[config.mk]
export PLATFORM = sky130hd
export DESIGN_NAME = pmp_scan_ctrl
export DESIGN_NICKNAME = d
export VERILOG_FILES = /design/src/rtl/pmp_pkg.sv /design/src/rtl/pmp_entry_match.sv /design/src/rtl/pmp_scan_ctrl.sv
export SDC_FILE = /design/constraint.sdc
export NUM_CORES = 1
export LEC_CHECK = 0
export ABC_CLOCK_PERIOD_IN_PS = 8300
export CAP_MARGIN = 25
export CORE_MARGIN = 8
export CORE_UTILIZATION = 50
export CTS_CLUSTER_SIZE = 30
export DETAILED_ROUTE_END_ITERATION = 8
export PLACE_DENSITY = 0.84
export SKIP_LAST_GASP = 1
export SLEW_MARGIN = 25
export SYNTH_ARGS = -nofsm -noshare
export SYNTH_HDL_FRONTEND = slang
export SYNTH_HIERARCHICAL = 1
export SYNTH_SLANG_ARGS = --single-unit
[constraint.sdc]
create_clock -name clk -period 8.3 [get_ports clk]
set_clock_uncertainty 0.2 [all_clocks]
set_input_delay 2.49 -clock clk [delete_from_list [all_inputs] [get_ports clk]]
set_output_delay 2.49 -clock clk [all_outputs]
set_load 0.02 [all_outputs]
[src/rtl/pmp_pkg.sv]
// Shared encodings for the sequential PMP checker: A-field modes, cfg layout, privilege levels, FSM states.
// Optional TOR decoding is enabled by defining PMP_TOR_MODE_EN.
package pmp_pkg;

  typedef enum logic [1:0] {
    PMP_A_OFF   = 2'd0,
    PMP_A_TOR   = 2'd1,
    PMP_A_NA4   = 2'd2,
    PMP_A_NAPOT = 2'd3
  } pmp_a_e;

  localparam int unsigned CFG_R_BIT = 0;
  localparam int unsigned CFG_W_BIT = 1;
  localparam int unsigned CFG_X_BIT = 2;
  localparam int unsigned CFG_A_LSB = 3;
  localparam int unsigned CFG_L_BIT = 7;
  localparam int unsigned CFG_W     = 8;

  localparam logic [1:0] PRIV_U = 2'b00;
  localparam logic [1:0] PRIV_S = 2'b01;
  localparam logic [1:0] PRIV_M = 2'b11;

  // pmpcfg byte layout {L, 2'b0, A, X, W, R}
  typedef struct packed {
    logic       l;
    logic [1:0] rsvd;
    pmp_a_e     a;
    logic       x;
    logic       w;
    logic       r;
  } pmp_cfg_t;

  typedef enum logic [1:0] {
    ST_IDLE = 2'd0,
    ST_SCAN = 2'd1,
    ST_RESP = 2'd2
  } pmp_state_e;

  function automatic logic is_onehot3(input logic [2:0] v);
    return (v == 3'b001) || (v == 3'b010) || (v == 3'b100);
  endfunction

endpackage

[src/rtl/pmp_entry_match.sv]
// Single-entry PMP region matcher: decodes one entry's region and reports overlap and full containment.
// TOR decoding (and its previous-address input) exists only when PMP_TOR_MODE_EN is defined.
module pmp_entry_match
  import pmp_pkg::*;
#(
  parameter int unsigned ADDR_W = 32
) (
  input  logic [ADDR_W-1:0] pmpaddr_i,
`ifdef PMP_TOR_MODE_EN
  input  logic [ADDR_W-1:0] prev_pmpaddr_i,
`endif
  input  pmp_a_e            a_i,
  input  logic [ADDR_W+2:0] lo_i,
  input  logic [ADDR_W+2:0] hi_i,
  output logic              hit_o,
  output logic              full_o
);

  localparam int unsigned BW = ADDR_W + 3;

  logic [ADDR_W-1:0] napot_mask;
  logic [BW-1:0]     base;
  logic [BW-1:0]     top;
  logic              valid;

  // Region is [base, top); top may reach 2^(ADDR_W+2) so one spare bit is carried
  always_comb begin
    napot_mask = pmpaddr_i ^ (pmpaddr_i + ADDR_W'(1));
    base       = '0;
    top        = '0;
    valid      = 1'b0;
    unique case (a_i)
      PMP_A_NA4: begin
        base  = {1'b0, pmpaddr_i, 2'b00};
        top   = base + BW'(4);
        valid = 1'b1;
      end
      PMP_A_NAPOT: begin
        base  = {1'b0, pmpaddr_i & ~napot_mask, 2'b00};
        top   = base + {1'b0, napot_mask, 2'b11} + BW'(1);
        valid = 1'b1;
      end
`ifdef PMP_TOR_MODE_EN
      PMP_A_TOR: begin
        base  = {1'b0, prev_pmpaddr_i, 2'b00};
        top   = {1'b0, pmpaddr_i, 2'b00};
        valid = (base < top);
      end
`endif
      default: ;
    endcase
    hit_o  = valid && (lo_i < top) && (hi_i >= base);
    full_o = valid && (lo_i >= base) && (hi_i < top);
  end

endmodule

[src/rtl/pmp_scan_ctrl.sv]
// Sequential PMP checker: scans entries 0..N-1 one per cycle through a single shared matcher.
// Define PMP_TOR_MODE_EN to decode A=TOR; otherwise TOR entries never match.
module pmp_scan_ctrl
  import pmp_pkg::*;
#(
  parameter int unsigned NUM_ENTRIES = 8,
  parameter int unsigned ADDR_W      = 32,
  localparam int unsigned IDX_W      = (NUM_ENTRIES > 1) ? $clog2(NUM_ENTRIES) : 1
) (
  input  logic                          clk,
  input  logic                          rst_n,
  input  logic                          req_valid,
  output logic                          req_ready,
  input  logic [ADDR_W-1:0]             req_addr,
  input  logic [2:0]                    req_size,
  input  logic [2:0]                    req_acc,
  input  logic [1:0]                    req_priv,
  input  logic [NUM_ENTRIES*ADDR_W-1:0] pmpaddr_i,
  input  logic [NUM_ENTRIES*CFG_W-1:0]  pmpcfg_i,
  output logic                          busy,
  output logic                          resp_valid,
  input  logic                          resp_ready,
  output logic                          resp_allow,
  output logic                          resp_hit,
  output logic [IDX_W-1:0]              resp_idx
);

  localparam int unsigned BW = ADDR_W + 3;
  localparam logic [IDX_W-1:0] LAST_IDX = IDX_W'(NUM_ENTRIES - 1);

  pmp_state_e        state_q, state_d;
  logic [IDX_W-1:0]  idx_q, idx_d;
  logic [BW-1:0]     lo_q, lo_d, hi_q, hi_d;
  logic [2:0]        acc_q, acc_d;
  logic [1:0]        priv_q, priv_d;
  logic              allow_q, allow_d;
  logic              hit_q, hit_d;
  logic [IDX_W-1:0]  ridx_q, ridx_d;
  logic              req_ready_q, req_ready_d;
  logic              busy_q, busy_d;
  logic              resp_valid_q, resp_valid_d;

  logic [2:0]        size_m1;
  logic [ADDR_W-1:0] cur_addr;
  pmp_cfg_t          cur_cfg;
  logic              m_hit, m_full;
  logic              acc_ok;
  logic              unused_cfg_rsvd;

  // Entry selection for the shared matcher
  always_comb begin
    cur_addr = pmpaddr_i[int'(idx_q)*ADDR_W +: ADDR_W];
    cur_cfg  = pmp_cfg_t'(pmpcfg_i[int'(idx_q)*CFG_W +: CFG_W]);
  end

  assign unused_cfg_rsvd = ^cur_cfg.rsvd;
  assign acc_ok          = is_onehot3(acc_q);

`ifdef PMP_TOR_MODE_EN
  logic [ADDR_W-1:0] prev_addr;

  always_comb begin
    prev_addr = '0;
    if (idx_q != '0) prev_addr = pmpaddr_i[(int'(idx_q) - 1)*ADDR_W +: ADDR_W];
  end
`endif

  pmp_entry_match #(
    .ADDR_W(ADDR_W)
  ) u_match (
    .pmpaddr_i     (cur_addr),
`ifdef PMP_TOR_MODE_EN
    .prev_pmpaddr_i(prev_addr),
`endif
    .a_i           (cur_cfg.a),
    .lo_i          (lo_q),
    .hi_i          (hi_q),
    .hit_o         (m_hit),
    .full_o        (m_full)
  );

  always_comb begin
    size_m1 = (req_size == 3'd0) ? 3'd0 : req_size - 3'd1;
  end

  // State and result registers
  always_ff @(posedge clk or negedge rst_n) begin
    if (!rst_n) begin
      state_q      <= ST_IDLE;
      idx_q        <= '0;
      lo_q         <= '0;
      hi_q         <= '0;
      acc_q        <= '0;
      priv_q       <= '0;
      allow_q      <= 1'b0;
      hit_q        <= 1'b0;
      ridx_q       <= '0;
      req_ready_q  <= 1'b1;
      busy_q       <= 1'b0;
      resp_valid_q <= 1'b0;
    end else begin
      state_q      <= state_d;
      idx_q        <= idx_d;
      lo_q         <= lo_d;
      hi_q         <= hi_d;
      acc_q        <= acc_d;
      priv_q       <= priv_d;
      allow_q      <= allow_d;
      hit_q        <= hit_d;
      ridx_q       <= ridx_d;
      req_ready_q  <= req_ready_d;
      busy_q       <= busy_d;
      resp_valid_q <= resp_valid_d;
    end
  end

  // Next-state and scan datapath
  always_comb begin
    state_d = state_q;
    idx_d   = idx_q;
    lo_d    = lo_q;
    hi_d    = hi_q;
    acc_d   = acc_q;
    priv_d  = priv_q;
    allow_d = allow_q;
    hit_d   = hit_q;
    ridx_d  = ridx_q;
    unique case (state_q)
      ST_IDLE: begin
        if (req_valid) begin
          state_d = ST_SCAN;
          idx_d   = '0;
          lo_d    = BW'(req_addr);
          hi_d    = BW'(req_addr) + BW'(size_m1);
          acc_d   = req_acc;
          priv_d  = req_priv;
          allow_d = 1'b0;
          hit_d   = 1'b0;
          ridx_d  = '0;
        end
      end
      ST_SCAN: begin
        if (acc_ok && m_hit) begin
          // Partial overlap still terminates the scan, but is always denied
          state_d = ST_RESP;
          hit_d   = 1'b1;
          ridx_d  = idx_q;
          allow_d = m_full && (((priv_q == PRIV_M) && !cur_cfg.l) ||
                               (|({cur_cfg.x, cur_cfg.w, cur_cfg.r} & acc_q)));
        end else if (idx_q == LAST_IDX) begin
          state_d = ST_RESP;
          hit_d   = 1'b0;
          ridx_d  = '0;
          allow_d = acc_ok && (priv_q == PRIV_M);
        end else begin
          idx_d = idx_q + IDX_W'(1);
        end
      end
      ST_RESP: begin
        if (resp_ready) state_d = ST_IDLE;
      end
      default: state_d = ST_IDLE;
    endcase
  end

  // Handshake flags follow the next state so they are registered with it
  always_comb begin
    req_ready_d  = (state_d == ST_IDLE);
    busy_d       = (state_d != ST_IDLE);
    resp_valid_d = (state_d == ST_RESP);
  end

  assign req_ready  = req_ready_q;
  assign busy       = busy_q;
  assign resp_valid = resp_valid_q;
  assign resp_allow = allow_q;
  assign resp_hit   = hit_q;
  assign resp_idx   = ridx_q;

endmodule

# Word level (Yosys, flattened, before mapping)
# Index checks and enable logic that the tools add are counted.
# word_totals
register_bits,85
in_bits,364
output_inout_bits,8
# op_classes
add_sub_neg,7
n_lt_le_gt_ge,4
eq_ne,14
shifts,2
mux,23
bitwise_logic,4
reduce_logical,22
# ops
cell,count
variable part select 256 x 9 -> 32 bit,1
one-hot mux 35 bit (2 select lines),1
one-hot mux 34 bit (2 select lines),1
variable part select 64 x 7 -> 8 bit,1
adder 34 x 3 -> 35 bit (second input constant),1
adder 34 x 34 -> 35 bit,1
adder 35 x 1 -> 35 bit (second input constant),1
greater-or-equal comparator 35 x 34 -> 1 bit,1
< comparator 32 x 35 -> 1 bit,1
< comparator 35 bit,1
greater-or-equal comparator 32 x 34 -> 1 bit,1
adder 32 x 3 -> 33 bit,1
adder 32 x 1 -> 32 bit (second input constant),1
bitwise AND 32 bit,1
inverter 32 bit,1
bitwise XOR 32 bit,1
2-to-1 mux 3 bit,6
one-hot mux 3 bit (2 select lines),2
== test 2 bit (second input constant),5
logical AND 1 bit,8
2-to-1 mux 2 bit,4
== test 3 bit (second input constant),2
2-to-1 mux 1 bit,6
inequality test 2 bit (second input constant),3
19 further kinds,24

# Depth between registers and ports, before layout
# logic_depth
ltp_word,15
mapped_depth,36
ltp_nobuf,33

# Cells and area by module
# The synthesis kept the hierarchy.
# modules_own_cells
mod,instances,cells_per_inst,area_per_inst_um2,seq_area_each_um2
pmp_entry_match,1,887,6304.8,0.0
pmp_scan_ctrl,1,577,6256.0,2078.2

# Worst setup path after synthesis
# Ideal clock, no wire load.
# synth_path
kind,input -> register
start,input port pmpaddr_i[35]
end,register ridx_q[0] (netlist: resp_idx[0])
setup_time_ps,121
arrival_time_ps,8269
t_required_ps,7979
path_slack_ps,-290
path_stages,30
n_path_buf,0
path_cell_list,mux4_2 -> mux2_2 -> inv_1 -> nor3_1 -> nand3_1 -> nor2_1 -> nand3_1 -> or3_1 -> ha_1 -> or4_1 -> or3_1 -> nor3_1 -> a31oi_1 -> o211ai_1 -> xnor2_1 -> a22oi_1 -> ha_1 -> a21o_1 -> a21o_1 -> a21o_1 -> a21o_1 -> a21oi_1 -> nor2b_1 -> o21ai_0 -> nand3b_1 -> a211oi_2 -> o211ai_1 -> a21boi_0 -> nor2_1 -> a22o_1
# synth_via
elab_chain_len,14
# synth_rtl
item,line,text
start: declaration,pmp_scan_ctrl.sv:18,"input logic [NUM_ENTRIES*ADDR_W-1:0] pmpaddr_i,"
variable part select 256 x 9 -> 32 bit (*),pmp_scan_ctrl.sv:52,cur_addr = pmpaddr_i[int'(idx_q)*ADDR_W +: ADDR_W];
via cur_addr[3],pmp_scan_ctrl.sv:44,logic [ADDR_W-1:0] cur_addr;
adder 32 x 1 -> 32 bit,pmp_entry_match.sv:28,napot_mask = pmpaddr_i ^ (pmpaddr_i + ADDR_W'(1));
bitwise XOR 32 bit,pmp_entry_match.sv:28,
inverter 32 bit,pmp_entry_match.sv:39,"base = {1'b0, pmpaddr_i & ~napot_mask, 2'b00};"
bitwise AND 32 bit,pmp_entry_match.sv:39,
adder 34 x 34 -> 35 bit,pmp_entry_match.sv:40,"top = base + {1'b0, napot_mask, 2'b11} + BW'(1);"
adder 35 x 1 -> 35 bit,pmp_entry_match.sv:40,
one-hot mux 35 bit (2 select lines),pmp_entry_match.sv:32,unique case (a_i)
< comparator 32 x 35 -> 1 bit,pmp_entry_match.sv:52,hit_o = valid && (lo_i < top) && (hi_i >= base);
logical AND 1 bit,pmp_entry_match.sv:52,
logical AND 1 bit (*),pmp_entry_match.sv:52,
via m_hit,pmp_scan_ctrl.sv:46,"logic m_hit, m_full;"
logical AND 1 bit (*),pmp_scan_ctrl.sv:143,if (acc_ok && m_hit) begin
inequality test 3 bit (no line) / 2-to-1 mux 3 bit (equally long branches),--,
AND reduction 3 bit (no line) / one-hot mux 3 bit (2 select lines) (equally long branches),--,
end signal: assignment,pmp_scan_ctrl.sv:110,ridx_q <= ridx_d;
end: declaration,pmp_scan_ctrl.sv:38,"logic [IDX_W-1:0] ridx_q, ridx_d;"
# The timed path passes the listed nets; every way through them passes the cells marked *.
# A chain may end at the register's enable or synchronous reset.

# Final worst setup path
# layout_path
start,input port pmpaddr_i[97]
end,register busy_q (netlist: busy)
# layout_via
elab_chain_len,15
# layout_rtl
item,line,text
variable part select 256 x 9 -> 32 bit (*),pmp_scan_ctrl.sv:52,
via cur_addr[1],pmp_scan_ctrl.sv:44,
adder 32 x 1 -> 32 bit,pmp_entry_match.sv:28,
bitwise XOR 32 bit,pmp_entry_match.sv:28,
inverter 32 bit,pmp_entry_match.sv:39,
bitwise AND 32 bit,pmp_entry_match.sv:39,
adder 34 x 34 -> 35 bit,pmp_entry_match.sv:40,
adder 35 x 1 -> 35 bit,pmp_entry_match.sv:40,
[3 not listed],--,
logical AND 1 bit (*),pmp_entry_match.sv:52,
via m_hit,pmp_scan_ctrl.sv:46,
logical AND 1 bit (*),pmp_scan_ctrl.sv:143,
2-to-1 mux 2 bit (*),pmp_scan_ctrl.sv:143,
one-hot mux 2 bit (3 select lines) (*),pmp_scan_ctrl.sv:128,unique case (state_q)
via state_d[1],pmp_scan_ctrl.sv:31,"pmp_state_e state_q, state_d;"
nonzero test 2 bit (*),pmp_scan_ctrl.sv:169,busy_d = (state_d != ST_IDLE);
via busy_d,pmp_scan_ctrl.sv:40,"logic busy_q, busy_d;"
end signal: assignment,pmp_scan_ctrl.sv:112,busy_q <= busy_d;
end: declaration,pmp_scan_ctrl.sv:40,
# Marks and branches as above.

==> impl_metrics.env <==
export IMPL_synth_flop_cell="dfrtp_1"
export IMPL_die_w_um=174.5
export IMPL_grt_first_pass_wirelength_um=78930
export IMPL_clockRootBuffer="clkbuf_16"
export IMPL_worstPathRequired_ns=8.38
export IMPL_synthTopCellsByArea="ha_1 20%, dfrtp_1 16%, mux4_2 13%, nand2_1 9.1%, o21ai_0 4.0%"
export IMPL_max_stage_delay_ns=0.49
export IMPL_p_total_mw=10.65
export IMPL_path_max_fanout=4
export IMPL_core_area_um2=24890
export IMPL_layout_drive_gt1_share_pct=27.95
export IMPL_wl_um=55600
export IMPL_worstSetupStartpointType="input pin"
export IMPL_fp_row_count=58
export IMPL_cp_arrival_ns=8.73
export IMPL_clk_path_buf_depth=2
export IMPL_fin_crit_ns=8.649
export IMPL_grt_overflow_total=0
export IMPL_first_pass_iters=6
export IMPL_timing_final_ws_setup_ns=-0.3490
export IMPL_htree_levels=3
export IMPL_syn_area_um2=12560
export IMPL_max_freq_mhz=115.6
export IMPL_syn_avg_cell_area_um2=8.580
export IMPL_post_dp_hpwl_um=40810
export IMPL_powerDensity_nw_per_um2=543.5
export IMPL_cts_hold_buf=0
export IMPL_peakVddDrop_uv=255.9
export IMPL_netlist_instances=1464
export IMPL_p_int_mw=5.346
export IMPL_fillCellCount=1505
export IMPL_power_leakage_nw=8.665
export IMPL_synthTopCellsByCount="305 x nand2_1, 197 x ha_1, 100 x o21ai_0"
export IMPL_synth_edf_count=0
export IMPL_slew_headroom_pct=36.86
export IMPL_drt_vias_per_instance=6.208
export IMPL_ys_async_sr_fraction_pct=100.0
export IMPL_areaGrowthSynthToFinish_pct=56.06
export IMPL_hold_viol_final=0
export IMPL_ff_latch_area_um2=2087
export IMPL_period_share_pct=104.2
export IMPL_holdWs_ns=0.2819
export IMPL_worst_slew_pin_slew_ns=0.9471
export IMPL_cts_tree="built"
export IMPL_power_share_switching_pct=49.82
export IMPL_initial_core_util_pct=50.46
export IMPL_die_area_um2=30450
export IMPL_clock_sinks=83
export IMPL_post_drt_wl_per_cell_um=23.13
export IMPL_cts_inserted_buffers=9
export IMPL_die_h_um=174.5
export IMPL_rsz0062_at_grt="true"
export IMPL_ant_nets=0
export IMPL_path_clk_slew_ns=0.07
export IMPL_p_switching_mw=5.308
export IMPL_yosys_area_top_type="ha_1"
export IMPL_status="finished with violations"
export IMPL_drc=0
export IMPL_hold_class="reg -> reg"
export IMPL_antenna_found_initial=15
export IMPL_vias=14923
export IMPL_yosysMostFrequentCell="nand2_1"
export IMPL_synth_warnings=6
export IMPL_clock_power_share_pct=3.6
export IMPL_synth_seq_area_share_pct=16.55
export IMPL_power_frac_comb_pct=87.8
export IMPL_grt_use_total_pct=32.14
export IMPL_finalSetupViolCount=13
export IMPL_yosys_area_top_type_share_pct=19.62
export IMPL_violations="negative setup slack"
export IMPL_slowest_stage="mux4_2"
export IMPL_seqPwrFrac_pct=8.6
export IMPL_path_class="in -> reg"
export IMPL_synth_distinct_cells=75
export IMPL_cp_end_kind="register"
export IMPL_worst_path_most_repeated_cell="a21o_1"
export IMPL_insertion_delay_ns=0.34
export IMPL_grt_pass1_vias=14449
export IMPL_ys_seq_elements=83
export IMPL_routabilityCongestion=0.9589
export IMPL_drt_initial_drc_count=1897
export IMPL_multi_input_area_um2=10970
export IMPL_io_pins=372
export IMPL_grt_max_degree=106
export IMPL_maxSlewViolCount=0
export IMPL_nNetsFinal=2614
export IMPL_drv_cap=0
export IMPL_io_buffers=355
[area by class of cell]
class                      count  area share (%)
antenna                       17          0.2170
clock buffer                  10           1.219
clock inverter                 6          0.2362
inverter                      56           1.123
multi-input combinational   1267           55.95
sequential                    83           10.65
tap                          330           2.106
timing repair buffer         635           28.51
[per-stage QoR]
stage	utilization [%]	setup WS [ns]	TNS [ns]	instance area, um2	cells
after floorplan	-	0.01323	0	12640	1475
after global placement	72.56	-0.9816	-11.66	18060	2327
after detailed placement	72.59	-1.222	-14.77	18070	2327
after CTS	75.15	-0.2156	-1.791	18710	2364
after global routing	78.73	-0.5314	-5.949	19600	2402
final	78.75	-0.3490	-3.399	19600	2404
[worst max-delay path: cells and delay by family]
kind            cells  cell delay [ns]
compound gates     16             3.01
xor+xnor            2             0.34
fa+ha+maj           2             0.48
buf+inv             7             1.03
mux                 2             0.81
simple gates        4             0.57
[cells in the final DEF (no fill, tap or decap), drive strengths merged, types with 7 or more instances in the layout]
cell type	netlist	final
inv	56	58
a21oi	47	47
mux4	71	71
nand2	305	305
nor4	16	16
a211oi	13	13
a22oi	10	10
o21a	11	11
and2	7	7
nand2b	9	9
mux2	40	40
nand4	29	29
xor2	43	43
nor2b	21	21
nor3	28	28
conb	1	12
diode	0	17
buf	34	305
nand3	36	36
dlygate4sd2	0	56
o211ai	26	26
and3	11	11
a31oi	10	10
ha	197	197
clkdlybuf4s15	0	28
o21ai	119	119
clkbuf	35	10
dfrtp	82	82
xnor2	45	45
clkdlybuf4s50	0	240
a21o	39	39
nor2	45	45
[what timing repair did]
item / in CTS / in global routing
setup buffers: 21 / 25
pin swaps: 59 / 83
endpoints found under the setup margin: 13 / 13
gates resized for setup: 257 / 136
gates cloned: 0 / 0
[per-layer routing]
| layer | track usage (%) | wire length (um) |
|---|---|---|
| met5 | 0 | 0 |
| met4 | 15.01 | 3332 |
| met3 | 4.752 | 5077 |
| met2 | 54.09 | 26350 |
| met1 | 39.98 | 20850 |
[sequential cells by signal (all words and copies together), names as in the netlist]
| name | cells |
|---|---|
| lo_q | 32 |
| resp_allow | 1 |
| busy | 1 |
| state_q | 2 |
| hi_q | 33 |
| priv_q | 2 |
| acc_q | 3 |
| resp_idx | 3 |
| resp_hit | 1 |
| req_ready | 1 |
| idx_q | 3 |
| resp_valid | 1 |
[kinds of logic after synthesis]
kind of cell	synth area share [%]
AO/OA/AOI/OAI	16.12
XOR/XNOR	6.136
adder cells (fa/ha/maj)	19.78
buffers and inverters	4.472
flip-flops	16.55
multiplexers	16.79
other	0.02985
AND/OR/NAND/NOR	20.12
[power by group through the flow]
| stage | clock [mW] | sequential, mW | combinational [mW] |
|---|---|---|---|
| floorplan | 0 | 0.738 | 4.79 |
| global placement | 0 | 0.899 | 7.23 |
| detailed placement | 0 | 0.912 | 7.53 |
| CTS | 0.381 | 0.913 | 8.03 |
| global route | 0.398 | 0.953 | 10.0 |
| finish | 0.379 | 0.920 | 9.36 |
[worst paths after layout]
path                                    start          end  depth (start not counted)  slack (ns)
worst max-delay path            pmpaddr_i[97]         busy                         33       -0.35
worst min-delay path                  hi_q[0]      hi_q[0]                          2        0.28
worst max register to register       idx_q[0]         busy                         33        0.76
worst min register to register        hi_q[0]      hi_q[0]                          2        0.28
max in group asynchronous               rst_n     idx_q[0]                          1        5.37
min in group asynchronous               rst_n  resp_idx[0]                          1        1.97
Power figures use the tool's default switching activity.
